### src/rtl/trng_postproc.sv
// Entropy post-processor: synchronises and XOR-combines raw channels, runs a
// repetition-count health test, debiases, and packs bits LSB-first into words.
module trng_postproc #(
  parameter int NUM_CH     = 6,
  parameter int WORD_W     = 8,
  parameter int RCT_CUTOFF = 32
) (
  input  logic              i_clk,
  input  logic              i_rst_n,
  input  logic              i_en,
  input  logic [1:0]        i_mode,
  input  logic              i_sample,
  input  logic [NUM_CH-1:0] i_raw,
  input  logic              i_clr_fail,
  output logic [WORD_W-1:0] o_data,
  output logic              o_valid,
  input  logic              i_ready,
  output logic              o_health_fail,
  output logic              o_overrun
);

  localparam int              CNT_W    = $clog2(WORD_W + 1);
  localparam logic [CNT_W-1:0] FULL_CNT = CNT_W'(WORD_W);
  localparam logic [7:0]      CUTOFF   = 8'(RCT_CUTOFF);

  function automatic logic [7:0] sat_inc(input logic [7:0] v);
    return (v == 8'hFF) ? v : v + 8'd1;
  endfunction

  logic [NUM_CH-1:0] sync_p0, sync_p1;
  logic              b_p1;
  logic [1:0]        mode_q;
  logic              have_first, first;
  logic              have_n, first_n;
  logic [7:0]        rct_cnt, rct_next;
  logic              last_b;
  logic [CNT_W-1:0]  bit_cnt;
  logic [WORD_W-1:0] pack;
  logic              sample_ev, mode_chg, bypass, trip;
  logic              emit, emit_bit, full, xfer, accept, drop;

  // Stage p0/p1: two-flop synchronisers per raw channel
  always_ff @(posedge i_clk or negedge i_rst_n) begin
    if (!i_rst_n) begin
      sync_p0 <= '0;
      sync_p1 <= '0;
    end else begin
      sync_p0 <= i_raw;
      sync_p1 <= sync_p0;
    end
  end

  assign b_p1      = ^sync_p1;
  assign sample_ev = i_sample & i_en;
  assign mode_chg  = (i_mode != mode_q);
  assign bypass    = (mode_q == 2'b00) || (mode_q == 2'b11);
  assign rct_next  = ((rct_cnt == 8'd0) || (b_p1 != last_b)) ? 8'd1 : sat_inc(rct_cnt);
  assign trip      = sample_ev && (rct_next == CUTOFF) && (rct_cnt != CUTOFF);

  // Stage p1 -> packer: debias decision and pair-state update
  always_comb begin
    emit     = 1'b0;
    emit_bit = b_p1;
    have_n   = have_first;
    first_n  = first;
    if (!i_en || i_clr_fail || trip || mode_chg || o_health_fail) begin
      have_n  = 1'b0;
      first_n = 1'b0;
    end else if (sample_ev) begin
      if (bypass) begin
        emit = 1'b1;
      end else if (!have_first) begin
        have_n  = 1'b1;
        first_n = b_p1;
      end else begin
        have_n  = 1'b0;
        first_n = 1'b0;
        if (mode_q == 2'b01) begin
          emit     = (first != b_p1);
          emit_bit = first;
        end else begin
          emit     = 1'b1;
          emit_bit = first ^ b_p1;
        end
      end
    end
  end

  assign full   = (bit_cnt == FULL_CNT);
  assign xfer   = full && (!o_valid || i_ready);
  assign accept = emit && (!full || xfer);
  assign drop   = emit && full && !xfer;

  always_ff @(posedge i_clk or negedge i_rst_n) begin
    if (!i_rst_n) begin
      mode_q        <= 2'b00;
      have_first    <= 1'b0;
      first         <= 1'b0;
      rct_cnt       <= 8'd0;
      last_b        <= 1'b0;
      bit_cnt       <= '0;
      o_health_fail <= 1'b0;
      o_overrun     <= 1'b0;
      o_valid       <= 1'b0;
      o_data        <= '0;
    end else begin
      mode_q     <= i_mode;
      have_first <= have_n;
      first      <= first_n;

      if (i_clr_fail) begin
        rct_cnt <= 8'd0;
      end else if (sample_ev) begin
        rct_cnt <= rct_next;
        last_b  <= b_p1;
      end

      if (i_clr_fail)  o_health_fail <= 1'b0;
      else if (trip)   o_health_fail <= 1'b1;

      if (i_clr_fail)  o_overrun <= 1'b0;
      else if (drop)   o_overrun <= 1'b1;

      if (i_clr_fail || trip || mode_chg) bit_cnt <= '0;
      else if (xfer)                      bit_cnt <= accept ? CNT_W'(1) : '0;
      else if (accept)                    bit_cnt <= bit_cnt + CNT_W'(1);

      // Packer -> output register; a full word still leaves on a clearing edge
      if (xfer) begin
        o_valid <= 1'b1;
        o_data  <= pack;
      end else if (o_valid && i_ready) begin
        o_valid <= 1'b0;
      end
    end
  end

  always_ff @(posedge i_clk) begin
    for (int i = 0; i < WORD_W; i++) begin
      if (accept && ((xfer && i == 0) || (!xfer && bit_cnt == CNT_W'(i))))
        pack[i] <= emit_bit;
    end
  end

endmodule

### config.mk
export PLATFORM = sky130hd
export DESIGN_NAME = trng_postproc
export DESIGN_NICKNAME = d
export VERILOG_FILES = /design/src/rtl/trng_postproc.sv
export SDC_FILE = /design/constraint.sdc
export NUM_CORES = 1
export LEC_CHECK = 0
export CAP_MARGIN = 25
export CORE_UTILIZATION = 45
export CTS_CLUSTER_SIZE = 24
export DETAILED_ROUTE_END_ITERATION = 8
export GPL_TIMING_DRIVEN = 1
export PLACE_DENSITY_LB_ADDON = 0.05
export SLEW_MARGIN = 0
export SYNTH_ARGS = -nofsm -noshare
export SYNTH_HDL_FRONTEND = slang
export SYNTH_SLANG_ARGS = --single-unit
### constraint.sdc
create_clock -name i_clk -period 2.6 [get_ports i_clk]
set_clock_uncertainty 0.2 [all_clocks]
set_input_delay 0.26 -clock i_clk [delete_from_list [all_inputs] [get_ports i_clk]]
set_output_delay 0.26 -clock i_clk [all_outputs]
set_load 0.03 [all_outputs]
==> flow_summary.yaml, run 1 <==
outcome:
  outcome: "finished, violations left"
  violations: "negative setup slack"
critical_path:
  r2r_start: "rct_cnt[3]"
  crit_chain: "nand3_2 > o311a_1 > o221ai_2 > nor4_2 > buf_4 > a21o_4 > or3_1 > o211a_4"
  worstPathRequired_ns: 2.44
  cp_max_fo: 8
  start_kind: "flop"
  crit_path_start: "rct_cnt[3]"
  timing_worst_setup_path_type: "reg -> reg"
  slowest_delay_ns: 0.43
  worst_ep_arrival_time_ns: 2.49
  endpoint_kind: "flop"
  crit_slowest_cell: "dfrtp_1"
finish:
  drive_gt1_share_pct: 30.88
  final_cell_mix: "buf_4 (43), dfrtp_1 (38), clkdlybuf4s50_1 (23)"
  syn2layout_area_growth_pct: 34.19
  fin_area_um2: 3197
  stdcell_count: 355
  post-route-util_pct: 62.59
  final_nets: 305
  final_common_cell: "buf_4"
  nFillCells: 430
  num_antenna_cells: 0
floorplan:
  start_util_pct: 46.64
  rows: 26
  io_pins: 25
  core_area_um2: 5107
  dieArea_um2: 5589
  die-height_um: 74.76
  die_w_um: 74.76
job:
  maxCapViolations: 0
grt:
  antenna_found_initial: 0
  grt_max_degree: 41
  track_usage_pct: 20.57
  grt.overflow.total: 0
  grt_pass1_wl_um: 8535
  grt_pass1_vias: 1822
place:
  place_ws_ns: -0.1692
  hpwl_um: 3774
  place_inst: 339
  gp_congestion: 0.7767
  io_buffer_count: 24
  placed_area_um2: 2945
route:
  vias: 1868
  route.detailed.drc: 0
  drtIter0Drc: 98
  postRouteAntennaNets: 0
  routed_wl_um: 5312
  first_pass_iters: 4
  wire_per_inst_um: 14.96
  viasPerCell: 5.262
synth:
  syn_nets: 237
  synth-compound-area-share_pct: 11.87
  yosysWarnings: 0
  yosysSeqAreaShare_pct: 52.10
  synth.ff_latch_count: 48
  synth_simple_gate_area_share_pct: 18.33
  synth_ff_type: "dfrtp_1"
  synth_adder_area_share_pct: 3.676
  synth_top_family_by_area: "simple AND/OR/NAND/NOR gates"
  synthesis.area_um2: 2382
  muxShareOfSynthArea_pct: 5.147
  synthCells: 216
  synth_xor_area_share_pct: 5.725
  avgSynthCellArea_um2: 11.03
  synthArstFlopShare_pct: 83.33
  ys_types: 53
  synth_edf_count: 8
clock_network:
  cts_sinks: 48
  worstSkewPairLatency_ns: 0.30
  ctsLongestPathBuffers: 2
  cts.clk_slew.worst_paths_ns: 0.09
  cts_buffers: 5
  htree_levels: 2
  cts_tree: "built"
  ctsRootBufferMaster: "clkbuf_8"
timing:
  worstMarginPinSlew_ns: 0.8842
  hold_viol: 0
  holdWs_ns: 0.1533
  finalMaxSlewViolations: 0
  finalCritPeriodShare_pct: 101.9
  max_freq_mhz: 377.5
  final.setup.worst_slack_ns: -0.04916
  setup_tns_ns: -0.3803
  setup_viol: 8
  rsz0062_at_grt: "true"
  fin_crit_ns: 2.649
  timing.slew.headroom_pct: 41.05
hold_path:
  min_from: "sync_p0[3]"
  worstHoldPathType: "reg -> reg"
pwr:
  peakVddDrop_mv: 0.2751
  p_leak_nw: 1.350
  power_mw: 1.467
  power_density_nw_per_um2: 458.9
-- Yosys cell counts, types with 2 or more instances --
cell type | instances | area, µm²
and3_1 | 8 | 50.05
xor2_1 | 2 | 17.52
clkbuf_1 | 4 | 15.01
ha_1 | 7 | 87.58
nor2_1 | 20 | 75.07
o21a_1 | 2 | 15.01
inv_1 | 8 | 30.03
edfxtp_1 | 8 | 240.2
nor3b_1 | 2 | 15.01
nand3_1 | 8 | 40.04
o21ai_0 | 2 | 10.01
a21oi_1 | 13 | 65.06
or2_2 | 2 | 12.51
nor3_1 | 8 | 40.04
nor2b_1 | 3 | 18.77
xnor2_1 | 9 | 78.83
a31oi_1 | 3 | 18.77
dfrtp_1 | 40 | 1001
o21bai_1 | 3 | 22.52
nand2b_1 | 3 | 18.77
nand3b_1 | 3 | 22.52
buf_2 | 3 | 15.01
buf_4 | 2 | 15.01
mux2_2 | 10 | 112.6
or3_1 | 3 | 18.77
nand2_1 | 13 | 48.80
-- cells by family (layout without fill, tap and decap cells) --
| logic type | after synthesis | in the layout |
|---|---|---|
| AND/OR/NAND/NOR | 81 | 81 |
| flip-flops | 48 | 48 |
| AO/OA/AOI/OAI | 39 | 39 |
| buffers and inverters | 17 | 86 |
| XOR/XNOR | 13 | 13 |
| multiplexers | 11 | 11 |
| adder cells (fa/ha/maj) | 7 | 7 |
-- layer usage --
metal | up-vias | track usage [%] | wire, µm
met5 | - | 0 | 0
met4 | 0 | 6.289 | 52
met3 | 7 | 3.347 | 180
met2 | 42 | 34.73 | 2694
met1 | 919 | 27.23 | 2385
li1 | 900 | - | -
-- area by class of cell --
type	instances	area [µm²]	share of cell area, %
well taps	70	87.58	2.740
repair buffers	70	590.6	18.47
inverters	8	30.03	0.9393
flip-flops and latches	48	1244	38.90
clock buffers	5	68.82	2.153
multi-input cells	151	1159	36.24
clock inverters	3	17.52	0.5479
-- flip-flops by register name, summed over array words and instances, names as in the netlist, 2 cells and up --
register,cells
o_data,8
pack,8
rct_cnt,8
sync_p0,6
sync_p1,6
bit_cnt,4
mode_q,2
-- worst max-delay path: cells and delay by family (launching register included) --
family          cells  cell delay [ns]
flops               1             0.43
compound gates      4             1.00
buf+inv             1             0.14
simple gates        3             0.61
-- power breakdown --
part           internal (mW)  total, mW  switching, mW
clock                  0.188      0.444          0.256
combinational          0.111      0.215          0.104
sequential             0.794      0.808         0.0147
total                   1.09       1.47          0.374
-- what timing repair did --
item | 4_1_cts | 5_1_grt
gates resized for setup | 12 | 9
hold buffers | 1 | 0
endpoints found under the setup margin | 18 | 21
endpoints found under the hold margin | 40 | 0
pin swaps | 4 | 2
buffers inserted | 4 | 3
-- final timing paths --
kind / to / slack [ns] / cells after the start
max: pack[2] / -0.05 / 8
min: sync_p1[3] / 0.15 / 0
max reg2reg: pack[2] / -0.05 / 8
min reg2reg: sync_p1[3] / 0.15 / 0
max in group asynchronous: rct_cnt[1] / 1.17 / 2
min in group asynchronous: rct_cnt[7] / 0.43 / 2
(Power assumes the default switching activity.)
==> run 2, diff against run 1 <==
CORE_MARGIN = 5   (was default)
GPL_TIMING_DRIVEN = 0   (was 1)
PLACE_DENSITY = 0.67   (was default)
PLACE_DENSITY_LB_ADDON = default   (was 0.05)
==> run 2 against run 1 <==
  * The run still ends with negative setup slack left
  * Hold slack worse by 0.0017 ns
  * Sequential share of layout area up 1.5 points
  * Clock power increased by 2%
  * Count of clock-buffer cells in the layout grew 2
  * Critical path depth increased by 2
  * Register-to-register slack hardly changed
  * Sequential cell count stayed put
  * Worst setup slack got worse by 0.0090 ns
  * Utilization is 2.7 points lower
==> flow_summary.yaml, run 2 (same netlist as run 1, synthesis figures left out) <==
clock_network:
  cts_tree: "built"
  cts_buffers: 5
  htree_levels: 2
  ctsRootBufferMaster: "clkbuf_8"
  ctsLongestPathBuffers: 2
  cts_sinks: 48
  worstSkewPairLatency_ns: 0.29
  cts.clk_slew.worst_paths_ns: 0.08
grt:
  grt_pass1_vias: 1673
  grt_max_degree: 41
  track_usage_pct: 15.12
  grt_pass1_wl_um: 7776
  use_met1_pct: 19.47
  antenna_found_initial: 0
  grt.overflow.total: 0
  use_met3_pct: 3.254
  top_usage_layer: "met2"
  grt_use_met2_pct: 24.92
timing:
  max_freq_mhz: 376.2
  rsz0062_at_grt: "true"
  finalMaxSlewViolations: 0
  final.setup.worst_slack_ns: -0.05818
  timing.slew.headroom_pct: 40.85
  holdWs_ns: 0.1516
  setup_viol: 15
  fin_crit_ns: 2.658
  finalCritPeriodShare_pct: 102.2
  worstMarginPinSlew_ns: 0.8873
  hold_viol: 0
route:
  postRouteAntennaNets: 0
  first_pass_iters: 4
  route.detailed.drc: 0
  vias: 1755
  drtIter0Drc: 86
  viasPerCell: 5.223
  routed_wl_um: 4607
  wire_per_inst_um: 13.71
outcome:
  outcome: "finished, violations left"
  violations: "negative setup slack"
place:
  io_buffer_count: 24
  placed_area_um2: 2706
  hpwl_um: 2994
  gp_congestion: 0.8049
finish:
  syn2layout_area_growth_pct: 29.20
  fin_area_um2: 3078
  reg.largest.list: "o_data x8, pack x8, rct_cnt x8"
  final_common_cell: "dfrtp_1"
  drive_gt1_share_pct: 25.56
  final_nets: 286
  num_antenna_cells: 0
  multi_input_area_um2: 1165
  seq_area_um2: 1245
  nFillCells: 446
  final_cell_mix: "dfrtp_1 (37), clkdlybuf4s50_1 (23), nor2_1 (20)"
critical_path:
  worstPathRequired_ns: 2.45
  worst_ep_arrival_time_ns: 2.51
  cp_max_fo: 8
  r2r_slack_ns: -0.06
  crit_slowest_cell: "dfrtp_1"
  reg2reg_to: "pack[0]"
  r2r_cells: 10
  slowest_delay_ns: 0.40
  start_kind: "flop"
  r2r_start: "rct_cnt[2]"
  endpoint_kind: "flop"
  crit_chain: "buf_6 > buf_12 > nor4b_4 > a21oi_1 > o221ai_2 > nor4_2 > buf_4 > a21o_4 > o31a_1 > o211a_4"
  timing_worst_setup_path_type: "reg -> reg"
pwr:
  p_leak_nw: 1.250
  peakVddDrop_mv: 0.3080
  power_density_nw_per_um2: 473.4
hold_path:
  min_from: "sync_p0[3]"
  holdPathEnd: "sync_p1[3]"
  hold_depth: 0
  worstHoldPathType: "reg -> reg"
floorplan:
  die_w_um: 82.76
  io_pins: 25
  dieArea_um2: 6849
  start_util_pct: 46.35
  rows: 26
  die-height_um: 82.76
  core_area_um2: 5140
job:
  maxCapViolations: 0
-- run 2: cell types whose count changed in the layout (fill, tap and decap cells not counted), moves of 2 or more --
cell and delta:
buf_2 +2, buf_4 -27, clkbuf_1 +3, clkbuf_8 +2
-- run 2: per-layer routing --
metal	wire, µm	part of all wire, %
met2	2216	48
met4	101	2.2
met1	2053	45
met3	236	5.1
met5	0	0
-- run 2: cell type report --
cell class / count / area share [%]
buffer: 9 / 2.236
clock buffer: 7 / 2.805
clock inverter: 1 / 0.2846
inverter: 8 / 0.9756
multi-input combinational: 151 / 37.85
sequential: 48 / 40.45
tap: 70 / 2.846
timing repair buffer: 42 / 12.56
-- run 2: critical path, delay by kind of cell, from the launching register on --
family                 cells  cell delay, ns
buffers and inverters      3            0.41
AOI/OAI and AO/OA          5            1.02
and+or+nand+nor            2            0.36
DFF                        1            0.40
-- run 2: metrics by stage --
stage / setup TNS, ns / total power, mW / util [%] / worst slack (ns) / std cells
6_report: -0.5288 / 1.457 / 59.88 / -0.05818 / 336
2_1_floorplan: 0 / 0.9264 / - / 0.01220 / 216
5_1_grt: -1.632 / 1.536 / 59.88 / -0.1113 / 336
4_1_cts: 0 / 1.477 / 58.08 / 0.0006755 / 329
3_3_place_gp: -5.024 / 0.9811 / 52.75 / -0.3268 / 310
3_5_place_dp: -5.412 / 0.9842 / 52.65 / -0.3408 / 310
-- run 2: worst max path at each step --
stage / endpoint / from
2_1_floorplan: pack[1] / sync_p1[1]
3_3_place_gp: pack[1] / rct_cnt[0]
3_5_place_dp: pack[0] / rct_cnt[0]
4_1_cts: pack[0] / sync_p1[4]
5_1_grt: pack[1] / rct_cnt[2]
6_report: pack[0] / rct_cnt[2]
-- run 2: timing repair --
| item | 4_1_cts | 5_1_grt |
|---|---|---|
| pin swaps | 10 | 11 |
| endpoints found under the setup margin | 19 | 23 |
| setup buffers | 10 | 6 |
| gates cloned | 0 | 1 |
| hold endpoints to repair | 40 | 0 |
| hold buffers | 1 | 0 |
| resized for setup | 18 | 10 |
-- run 2: report_power, final --
part / total, mW / internal [mW] / switching, mW / leakage (nW)
clock: 0.452 / 0.218 / 0.234 / 0.0484
sequential: 0.808 / 0.794 / 0.0148 / 0.591
combinational: 0.196 / 0.0991 / 0.0973 / 0.610
==> run 3, diff against run 2 <==
SLEW_MARGIN = 30   (was 0)
==> run 3 against run 2 <==
  * The run still ends with negative setup slack left
  * Die area is the same
  * Maximum frequency is 0.19% higher
  * Cell area shrank 1.5%
  * Highest routed layer unchanged
  * Sequential cell count unchanged
  * Sequential power about the same
  * Final cell count is 1.5% lower
  * Critical path type unchanged
  * Count of clock-buffer cells in the layout stayed put
==> flow_summary.yaml, run 3 (same netlist as run 1, synthesis figures left out) <==
critical_path:
  timing_worst_setup_path_type: "reg -> reg"
  worst_ep_arrival_time_ns: 2.48
  endpoint_kind: "flop"
  crit_slowest_cell: "dfrtp_1"
  r2r_start: "rct_cnt[1]"
  crit_path_frequent_cell: "nor4_4"
  start_kind: "flop"
  worstPathRequired_ns: 2.42
  cp_max_fo: 8
  crit_chain: "ha_4 > buf_6 > a21oi_1 > o21a_1 > a221oi_2 > nor4_4 > a21o_4 > nor4_4 > and3_1"
  slowest_delay_ns: 0.43
  crit_path_start: "rct_cnt[1]"
floorplan:
  die_w_um: 82.76
  rows: 26
  dieArea_um2: 6849
  io_pins: 25
  start_util_pct: 46.35
  die-height_um: 82.76
  core_area_um2: 5140
pwr:
  p_sw_share_pct: 24.12
  power_density_nw_per_um2: 484.4
  power_frac_seq_pct: 55.1
  p_leak_nw: 1.228
  intPower_mw: 1.114
  peakVddDrop_mv: 0.3663
  pwr-share-comb_pct: 13.6
  switchingPower_uw: 354.1
  clkPwrFrac_pct: 31.2
timing:
  rsz0062_at_grt: "true"
  setup_tns_ns: -0.3518
  fin_crit_ns: 2.653
  setup_viol: 14
  max_freq_mhz: 376.9
  timing.slew.headroom_pct: 66.49
  final.setup.worst_slack_ns: -0.05310
  finalCritPeriodShare_pct: 102.0
  holdWs_ns: 0.1517
  hold_viol: 0
  finalMaxSlewViolations: 0
  worstMarginPinSlew_ns: 0.5027
grt:
  grt.overflow.total: 0
  grt_max_degree: 26
  track_usage_pct: 14.86
  grt_pass1_vias: 1633
  antenna_found_initial: 0
  grt_pass1_wl_um: 7527
route:
  vias: 1758
  first_pass_iters: 4
  drtIter0Drc: 38
  routed_wl_um: 4581
  wire_per_inst_um: 13.84
  viasPerCell: 5.311
  route.detailed.drc: 0
  postRouteAntennaNets: 0
place:
  hpwl_um: 3119
  io_buffer_count: 24
  gp_congestion: 0.8049
outcome:
  outcome: "finished, violations left"
  violations: "negative setup slack"
finish:
  nFillCells: 477
  num_antenna_cells: 0
  syn2layout_area_growth_pct: 27.21
  final_common_cell: "dfrtp_1"
  final_cell_mix: "dfrtp_1 (38), clkdlybuf4s50_1 (23), nor2_1 (20)"
  reg.largest.list: "o_data x8, pack x8, rct_cnt x8"
  drive_gt1_share_pct: 22.61
  final_nets: 281
clock_network:
  cts_tree: "built"
  cts.clk_slew.worst_paths_ns: 0.09
  worstSkewPairLatency_ns: 0.30
  ctsRootBufferMaster: "clkbuf_8"
  htree_levels: 2
  cts_buffers: 5
  cts_sinks: 48
  ctsLongestPathBuffers: 2
job:
  maxCapViolations: 0
hold_path:
  min_from: "sync_p0[3]"
  worstHoldPathType: "reg -> reg"
==> run 3: timing repair <==
| action | in CTS | in global routing |
|---|---|---|
| setup endpoints to repair | 19 | 22 |
| resized for setup | 6 | 15 |
| pin swaps | 11 | 10 |
| hold endpoints to repair | 15 | 0 |
| gates cloned | 0 | 0 |
| setup buffers | 4 | 7 |
| hold buffers | 1 | 0 |
==> run 3: worst paths after layout <==
path / end / slack (ns) / depth (start not counted)
max: pack[1] / -0.05 / 9
min: sync_p1[3] / 0.15 / 0
max reg2reg: pack[1] / -0.05 / 9
min reg2reg: sync_p1[3] / 0.15 / 0
max in group asynchronous: rct_cnt[4] / 1.52 / 3
min in group asynchronous: o_data[1] / 0.21 / 2
==> run 3: area by class of cell <==
type	instances	area [µm²]	area share, %
clock buffers	7	86.33	2.849
well taps	70	87.58	2.890
plain buffers	9	52.55	1.734
flip-flops and latches	48	1244	41.04
multi-input cells	151	1174	38.73
repair buffers	37	347.8	11.48
clock inverters	1	8.758	0.2890
inverters	8	30.03	0.9909
==> run 3: critical path, delay by kind of cell (launching register included) <==
family / cells / cell delay (ns)
buffers and inverters: 1 / 0.12
AO/OA/AOI/OAI: 4 / 0.78
AND/OR/NAND/NOR: 3 / 0.67
adder cells (fa/ha/maj): 1 / 0.17
flip-flops: 1 / 0.43
==> run 3: metal layers <==
metal,global-route usage (%),routed length (µm)
met4,4.412,75
met5,0,0
met2,24.84,2274
met1,18.67,2033
met3,4.230,197
==> run 3: through the flow <==
step / util [%] / setup slack [ns] / instance area [µm²] / std cells / power [mW]
floorplan: - / 0.01220 / 2384 / 216 / 0.9264
global placement: 52.75 / -0.3268 / 2711 / 310 / 0.9811
detailed placement: 53.04 / -0.3256 / 2726 / 311 / 0.9882
CTS: 56.40 / -0.09277 / 2899 / 324 / 1.474
global route: 58.96 / -0.1654 / 3030 / 331 / 1.546
finish: 58.96 / -0.05310 / 3030 / 331 / 1.468
==> run 3: power by group through the flow <==
stage	clock network [mW]	logic, mW	registers, mW
floorplan	0	0.106	0.821
global placement	0	0.159	0.822
detailed placement	0	0.165	0.823
CTS	0.479	0.188	0.808
global route	0.514	0.221	0.811
finish	0.459	0.200	0.809
